--- src/rtl/fetch_pkg.sv ---
// Shared defaults and the queue entry type for the instruction-fetch stage.
package fetch_pkg;

   localparam int DEF_ADDR_W = 16;
   localparam int DEF_INSTR_W = 16;
   localparam logic [DEF_ADDR_W-1:0] DEF_RESET_PC = 16'h0000;
   localparam logic [DEF_ADDR_W-1:0] DEF_PC_INC = 16'h0001;

   typedef struct packed {
      logic [DEF_INSTR_W-1:0] instr;
      logic [DEF_ADDR_W-1:0]  pc;
   } fetch_entry_t;

endpackage

--- src/rtl/fetch_unit_sync_fifo.sv ---
// Small first-word-fall-through FIFO with synchronous clear; head is readable without a pop.
module sync_fifo #(
   parameter int WIDTH = 8,
   parameter int DEPTH = 4
) (
   input  logic                   clk,
   input  logic                   rst,
   input  logic                   clr,
   input  logic                   push,
   input  logic [WIDTH-1:0]       push_data,
   input  logic                   pop,
   output logic [WIDTH-1:0]       head,
   output logic [$clog2(DEPTH):0] count,
   output logic                   full,
   output logic                   empty
);
   localparam int AW = $clog2(DEPTH);

   logic [WIDTH-1:0] mem [DEPTH];
   logic [AW-1:0]    wr_ptr_reg;
   logic [AW-1:0]    rd_ptr_reg;
   logic [AW:0]      count_reg;
   logic             do_push;
   logic             do_pop;

   assign full    = (count_reg == (AW+1)'(DEPTH));
   assign empty   = (count_reg == '0);
   assign do_push = push && !full && !clr;
   assign do_pop  = pop && !empty && !clr;
   assign head    = mem[rd_ptr_reg];
   assign count   = count_reg;

   always_ff @(posedge clk) begin
      if (do_push) begin
         mem[wr_ptr_reg] <= push_data;
      end
   end

   always_ff @(posedge clk) begin
      if (rst || clr) begin
         wr_ptr_reg <= '0;
         rd_ptr_reg <= '0;
         count_reg  <= '0;
      end else begin
         if (do_push) begin
            wr_ptr_reg <= wr_ptr_reg + 1'b1;
         end
         if (do_pop) begin
            rd_ptr_reg <= rd_ptr_reg + 1'b1;
         end
         count_reg <= count_reg + (AW+1)'(do_push) - (AW+1)'(do_pop);
      end
   end

endmodule

--- src/rtl/fetch_unit.sv ---
// Instruction-fetch stage: PC generation, credit-limited request issue, prefetch queue
// and redirect handling with discard of stale in-flight responses.
module fetch_unit
   import fetch_pkg::*;
#(
   parameter int                ADDR_W   = DEF_ADDR_W,
   parameter int                INSTR_W  = DEF_INSTR_W,
   parameter logic [ADDR_W-1:0] RESET_PC = ADDR_W'(DEF_RESET_PC),
   parameter logic [ADDR_W-1:0] PC_INC   = ADDR_W'(DEF_PC_INC),
   parameter int                QDEPTH   = 4,
   parameter int                CNT_W    = $clog2(QDEPTH) + 1
) (
   input  logic               clk,
   input  logic               rst,
   input  logic               redirect_valid,
   input  logic [ADDR_W-1:0]  redirect_pc,
   output logic               imem_req,
   output logic [ADDR_W-1:0]  imem_addr,
   input  logic               imem_gnt,
   input  logic               imem_rvalid,
   input  logic [INSTR_W-1:0] imem_rdata,
   output logic               out_valid,
   input  logic               out_ready,
   output logic [INSTR_W-1:0] out_instr,
   output logic [ADDR_W-1:0]  out_pc,
   output logic [ADDR_W-1:0]  out_pcplus1
);
   localparam int ENTRY_W = INSTR_W + ADDR_W;
   localparam int SUM_W   = CNT_W + 1;

   logic [ADDR_W-1:0]  fetch_pc_reg, fetch_pc_next;
   logic [CNT_W-1:0]   outstanding_reg, outstanding_next;
   logic [CNT_W-1:0]   drop_reg, drop_next;
   logic [CNT_W-1:0]   q_count, tag_count;
   logic               q_full, q_empty, tag_full, tag_empty;
   logic [ADDR_W-1:0]  tag_head;
   logic [ENTRY_W-1:0] q_head;
   logic [SUM_W-1:0]   credit_used;
   logic               fire, resp, dropping, q_push, q_pop;
   logic               unused_ok;

   // Queue entries plus in-flight requests never exceed QDEPTH, so every response has a slot.
   assign credit_used = SUM_W'(q_count) + SUM_W'(outstanding_reg);
   assign imem_req    = !rst && !redirect_valid && (credit_used < SUM_W'(QDEPTH));
   assign imem_addr   = fetch_pc_reg;
   assign fire        = imem_req && imem_gnt;
   assign resp        = imem_rvalid && !tag_empty;
   assign dropping    = resp && (drop_reg != '0);
   assign q_push      = resp && !dropping && !redirect_valid && !rst;

   assign out_valid   = !rst && !redirect_valid && !q_empty;
   assign q_pop       = out_valid && out_ready;
   assign out_instr   = q_head[ENTRY_W-1:ADDR_W];
   assign out_pc      = q_head[ADDR_W-1:0];
   assign out_pcplus1 = out_pc + PC_INC;

   assign unused_ok   = &{1'b0, q_full, tag_full, tag_count};

   always_comb begin
      outstanding_next = outstanding_reg + CNT_W'(fire) - CNT_W'(resp);
      fetch_pc_next    = fetch_pc_reg;
      drop_next        = drop_reg - CNT_W'(dropping);
      if (redirect_valid) begin
         // Everything still in flight after this cycle belongs to the old path.
         fetch_pc_next = redirect_pc;
         drop_next     = outstanding_next;
      end else if (fire) begin
         fetch_pc_next = fetch_pc_reg + PC_INC;
      end
   end

   always_ff @(posedge clk) begin
      if (rst) begin
         fetch_pc_reg    <= RESET_PC;
         outstanding_reg <= '0;
         drop_reg        <= '0;
      end else begin
         fetch_pc_reg    <= fetch_pc_next;
         outstanding_reg <= outstanding_next;
         drop_reg        <= drop_next;
      end
   end

   sync_fifo #(.WIDTH(ADDR_W), .DEPTH(QDEPTH)) u_tag_fifo (
      .clk       (clk),
      .rst       (rst),
      .clr       (1'b0),
      .push      (fire),
      .push_data (fetch_pc_reg),
      .pop       (resp),
      .head      (tag_head),
      .count     (tag_count),
      .full      (tag_full),
      .empty     (tag_empty)
   );

   sync_fifo #(.WIDTH(ENTRY_W), .DEPTH(QDEPTH)) u_instr_q (
      .clk       (clk),
      .rst       (rst),
      .clr       (redirect_valid),
      .push      (q_push),
      .push_data ({imem_rdata, tag_head}),
      .pop       (q_pop),
      .head      (q_head),
      .count     (q_count),
      .full      (q_full),
      .empty     (q_empty)
   );

endmodule
--- config.mk ---
export PLATFORM = sky130hd
export DESIGN_NAME = fetch_unit
export DESIGN_NICKNAME = d
export VERILOG_FILES = /design/src/rtl/fetch_pkg.sv /design/src/rtl/fetch_unit_sync_fifo.sv /design/src/rtl/fetch_unit.sv
export SDC_FILE = /design/constraint.sdc
export NUM_CORES = 1
export LEC_CHECK = 0
export BUFFER_PORTS_ARGS = -buffer_cell sky130_fd_sc_hd__buf_2
export CAP_MARGIN = 20
export CORE_ASPECT_RATIO = 1.25
export CORE_MARGIN = 5
export CORE_UTILIZATION = 45
export CTS_CLUSTER_SIZE = 14
export DETAILED_ROUTE_END_ITERATION = 7
export PLACE_DENSITY_LB_ADDON = 0.2
export SLEW_MARGIN = 20
export SYNTH_ARGS = -nofsm -noshare
export SYNTH_HDL_FRONTEND = slang
export SYNTH_SLANG_ARGS = --single-unit
--- constraint.sdc ---
create_clock -name clk -period 3.8 [get_ports clk]
set_clock_uncertainty 0.1 [all_clocks]
set_input_delay 0.38 -clock clk [delete_from_list [all_inputs] [get_ports clk]]
set_output_delay 0.38 -clock clk [all_outputs]
set_load 0.02 [all_outputs]
==> results.txt <==
----------------------------------------------------
[Run status]
  Outcome ... complete, no violations

[Timing]
  Relative slew slack ... 33.1%
  Min Tclk post-route ... 3.28 ns
  Final clock period utilization by the worst path ... 86.3%
  Number of max-slew violations in the final report ... 0
  Worst slew pin tran ... 0.999 ns
  Setup tns final ... 0 ns
  Highest Clock Rate ... 0.305 GHz
  Setup repair after global routing missed its margin ... no
  Final-report hold violation count ... 0
  # setup viols final ... 0

[Pwr]
  Power, Total ... 5.84 mW
  Total net switching power ... 1.38 mW
  Internal Dissipation ... 4.47 mW
  Fraction of power consumed by the clock network ... 35.1%
  Combinational Power Share ... 12.5%
  Ratio of total power to cell area ... 529 nW/um^2
  Register share of total power ... 52.5%
  Leakage component of the power ... 3.81 nW
  Switching Share ... 23.6%
  Maximum VDD drop ... 0.000439 V

[Die]
  Starting utilization of the core area ... 45.3%
  Core region area ... 20700 um^2
  Ports ... 104
  Die extent in y ... 171 um
  Die width ... 139 um
  Cell Rows ... 59
  DIE AREA ... 23800 um^2

[CTS]
  Root Driver ... sky130_fd_sc_hd__clkbuf_16
  Post-CTS resize count ... 0
  Number of setup buffers added after CTS ... 0
  Number of buffers created by CTS ... 23
  Clock Path Buffers ... 3
  Clock transition at the register clock pins on the worst setup and hold paths after CTS ... 0.06 ns
  CTS tree ... yes
  Insertion delay to the later sink of the worst-skew pair ... 0.49 ns
  Total clock sinks ... 232
  H-tree depth ... 1

[Synthesis]
  Post-synthesis area per instance ... 17.3 um^2
  Number of synthesis warnings ... 0
  Register bit total from synthesis ... 232
  Flip-flop cell with the highest count after synthesis ... sky130_fd_sc_hd__edfxtp_1
  Most frequent cells after synthesis ... sky130_fd_sc_hd__edfxtp_1 (192), sky130_fd_sc_hd__mux4_2 (48), sky130_fd_sc_hd__dfxtp_1 (40)
  Leading cell types by total area after synthesis ... sky130_fd_sc_hd__edfxtp_1 (62%), sky130_fd_sc_hd__mux4_2 (12%), sky130_fd_sc_hd__dfxtp_1 (8.6%), sky130_fd_sc_hd__ha_1 (2.7%), sky130_fd_sc_hd__xnor2_1 (2.2%)
  Async SR Flop Fraction ... 0%
  Most frequently used cell type in the post-synthesis netlist ... sky130_fd_sc_hd__edfxtp_1
  Largest area contributor in the netlist ... sky130_fd_sc_hd__edfxtp_1
  Post-synth net total ... 603
  Cells after Synth ... 542
  Synthesized area ... 9360 um^2
  Count of different cell masters after synthesis ... 52
  Number of synthesized flops with an enable pin ... 192
  Fraction of synthesized cell area taken by the top area cell type ... 61.6%
  Seq/Total Area, Yosys ... 70.2%

[GRT]
  Via count of the first global-routing pass ... 5404
  Tot GR Track Use ... 14.9%
  Sum of overflow across all layers after global routing ... 0
  Pin count of the biggest net entering global routing ... 33
  Initial antenna violation count ... 0
  Wire length of the first global-routing pass ... 28500 um

[Critical path]
  Critical path class ... reg2out
  Crit start category ... register
  Data arrival time at the worst-slack endpoint ... 2.80 ns
  Capturing element type of the critical path ... primary output
  Required @ worst endpoint ... 3.32 ns
  Crit-path max FO ... 18

[Detailed routing]
  Top layer in use ... met4
  Wire length on met2 ... 8940 um
  Vias per std cell ... 5.19
  Total vias in the final route ... 5018
  Residual antenna-violating net count after detailed routing ... 0
  DRC marker count from the first detailed-route iteration ... 218
  Number of DRC violations after detailed routing ... 0
  Router iterations before antenna repair ... 4
  Total detailed-routing wirelength ... 17500 um
  Wire length per cell ... 18.1 um
  WL met3 ... 1030 um
  Met1 Wirelength ... 7190 um

[Layout]
  Most flops, register ... u_instr_q.mem
  Fraction of layout cells with a size suffix above 1 ... 30.4%
  Diodes inserted ... 0
  Flip-flop count of the largest register after layout ... 128
  Final cell utilization of the core ... 53.4%
  Layout Area Growth over Synthesis ... 18.0%
  Final non-filler cell total ... 967
  Layout net count ... 739

[Run]
  Maximum Capacitance Violations ... 0

[Placement]
  Placed insts ... 912
  Final weighted congestion in routability-driven placement ... 0.801
  IO Port Bufs ... 103
  Dpl hpwl ... 11600 um

[Worst hold path]
  Hold/Removal Path Class ... in2reg

----------------------------------------------------
## final timing paths
| check | depth (start not counted) | slack (ns) | end | from |
|---|---|---|---|---|
| worst max-delay path | 6 | 0.52 | out_pcplus1[10] | register |
| worst min-delay path | 1 | 0.03 | u_instr_q.mem[3][28] | imem_rdata[12] |
| worst max register to register | 12 | 0.97 | drop_reg[2] | u_instr_q.count[1] |
| worst min register to register | 2 | 0.44 | u_tag_fifo.rd_ptr_reg[1] | u_tag_fifo.rd_ptr_reg[1] |
## worst max-delay path, cell delays in order, from the launching register on
cell and delay, ns:
sky130_fd_sc_hd__dfxtp_2 0.71, sky130_fd_sc_hd__mux4_2 0.62, sky130_fd_sc_hd__ha_1 0.26, sky130_fd_sc_hd__and2_1 0.27
sky130_fd_sc_hd__nand3_2 0.13, sky130_fd_sc_hd__xnor2_1 0.12, sky130_fd_sc_hd__buf_2 0.19
## cell type report
cell class,count,area (um^2)
Clock buffer,30,602
Clock inverter,10,76.3
Fill cell,1682,9630
Inverter,22,82.6
Multi-Input combinational cell,266,2590
Sequential cell,232,6570
Tap cell,274,343
Timing Repair Buffer,133,778
## routing by layer
metal	track usage, %	up-vias
li1	-	2357
met1	18.7	2476
met2	26.7	161
met3	2.86	24
met4	3.96	0
met5	0	-
## kinds of logic (layout without fill, tap and decap cells)
group | Yosys count | count (layout) | synth area share (%)
adder cells (fa/ha/maj) | 23 | 23 | 3.32
multiplexers | 51 | 51 | 11.9
flip-flops | 232 | 232 | 70.2
AO/OA/AOI/OAI | 44 | 44 | 3.07
buffers and inverters | 44 | 195 | 2.14
AND/OR/NAND/NOR | 119 | 119 | 6.72
XOR/XNOR | 29 | 29 | 2.71
## power groups by stage
| stage | combinational, mW | sequential [mW] | clock (mW) |
|---|---|---|---|
| after floorplan | 0.568 | 3.06 | 0 |
| final | 0.729 | 3.07 | 2.05 |
| after CTS | 0.742 | 3.07 | 2.11 |
| after global placement | 0.697 | 3.12 | 0 |
| after global routing | 0.823 | 3.09 | 2.22 |
| after detailed placement | 0.727 | 3.13 | 0 |
## what timing repair did
item	CTS	global route
hold endpoints to repair	57	0
setup endpoints to repair	0	0
hold buffers	15	0
## layout by cell type, fill, tap and decap left out, types with 16 or more instances in the layout
cell and n:
sky130_fd_sc_hd__inv_1 20, sky130_fd_sc_hd__ha_1 20, sky130_fd_sc_hd__xnor2_1 23, sky130_fd_sc_hd__nand2_1 22, sky130_fd_sc_hd__clkbuf_16 23, sky130_fd_sc_hd__edfxtp_1 192, sky130_fd_sc_hd__buf_2 103, sky130_fd_sc_hd__dfxtp_1 38
sky130_fd_sc_hd__mux4_2 48, sky130_fd_sc_hd__and2_1 16, sky130_fd_sc_hd__nor2_1 33
## stage by stage
step / hold WS, ns / area, um^2 / setup WS [ns]
2_1_floorplan: 0.363 / 9360 / 1.09
3_3_place_gp: 0.408 / 10200 / 0.945
3_5_place_dp: 0.427 / 10200 / 0.872
4_1_cts: 0.00806 / 11000 / 0.418
5_1_grt: 0.00421 / 11000 / 0.291
6_report: 0.0309 / 11000 / 0.522
Power figures use the tool's default switching activity.
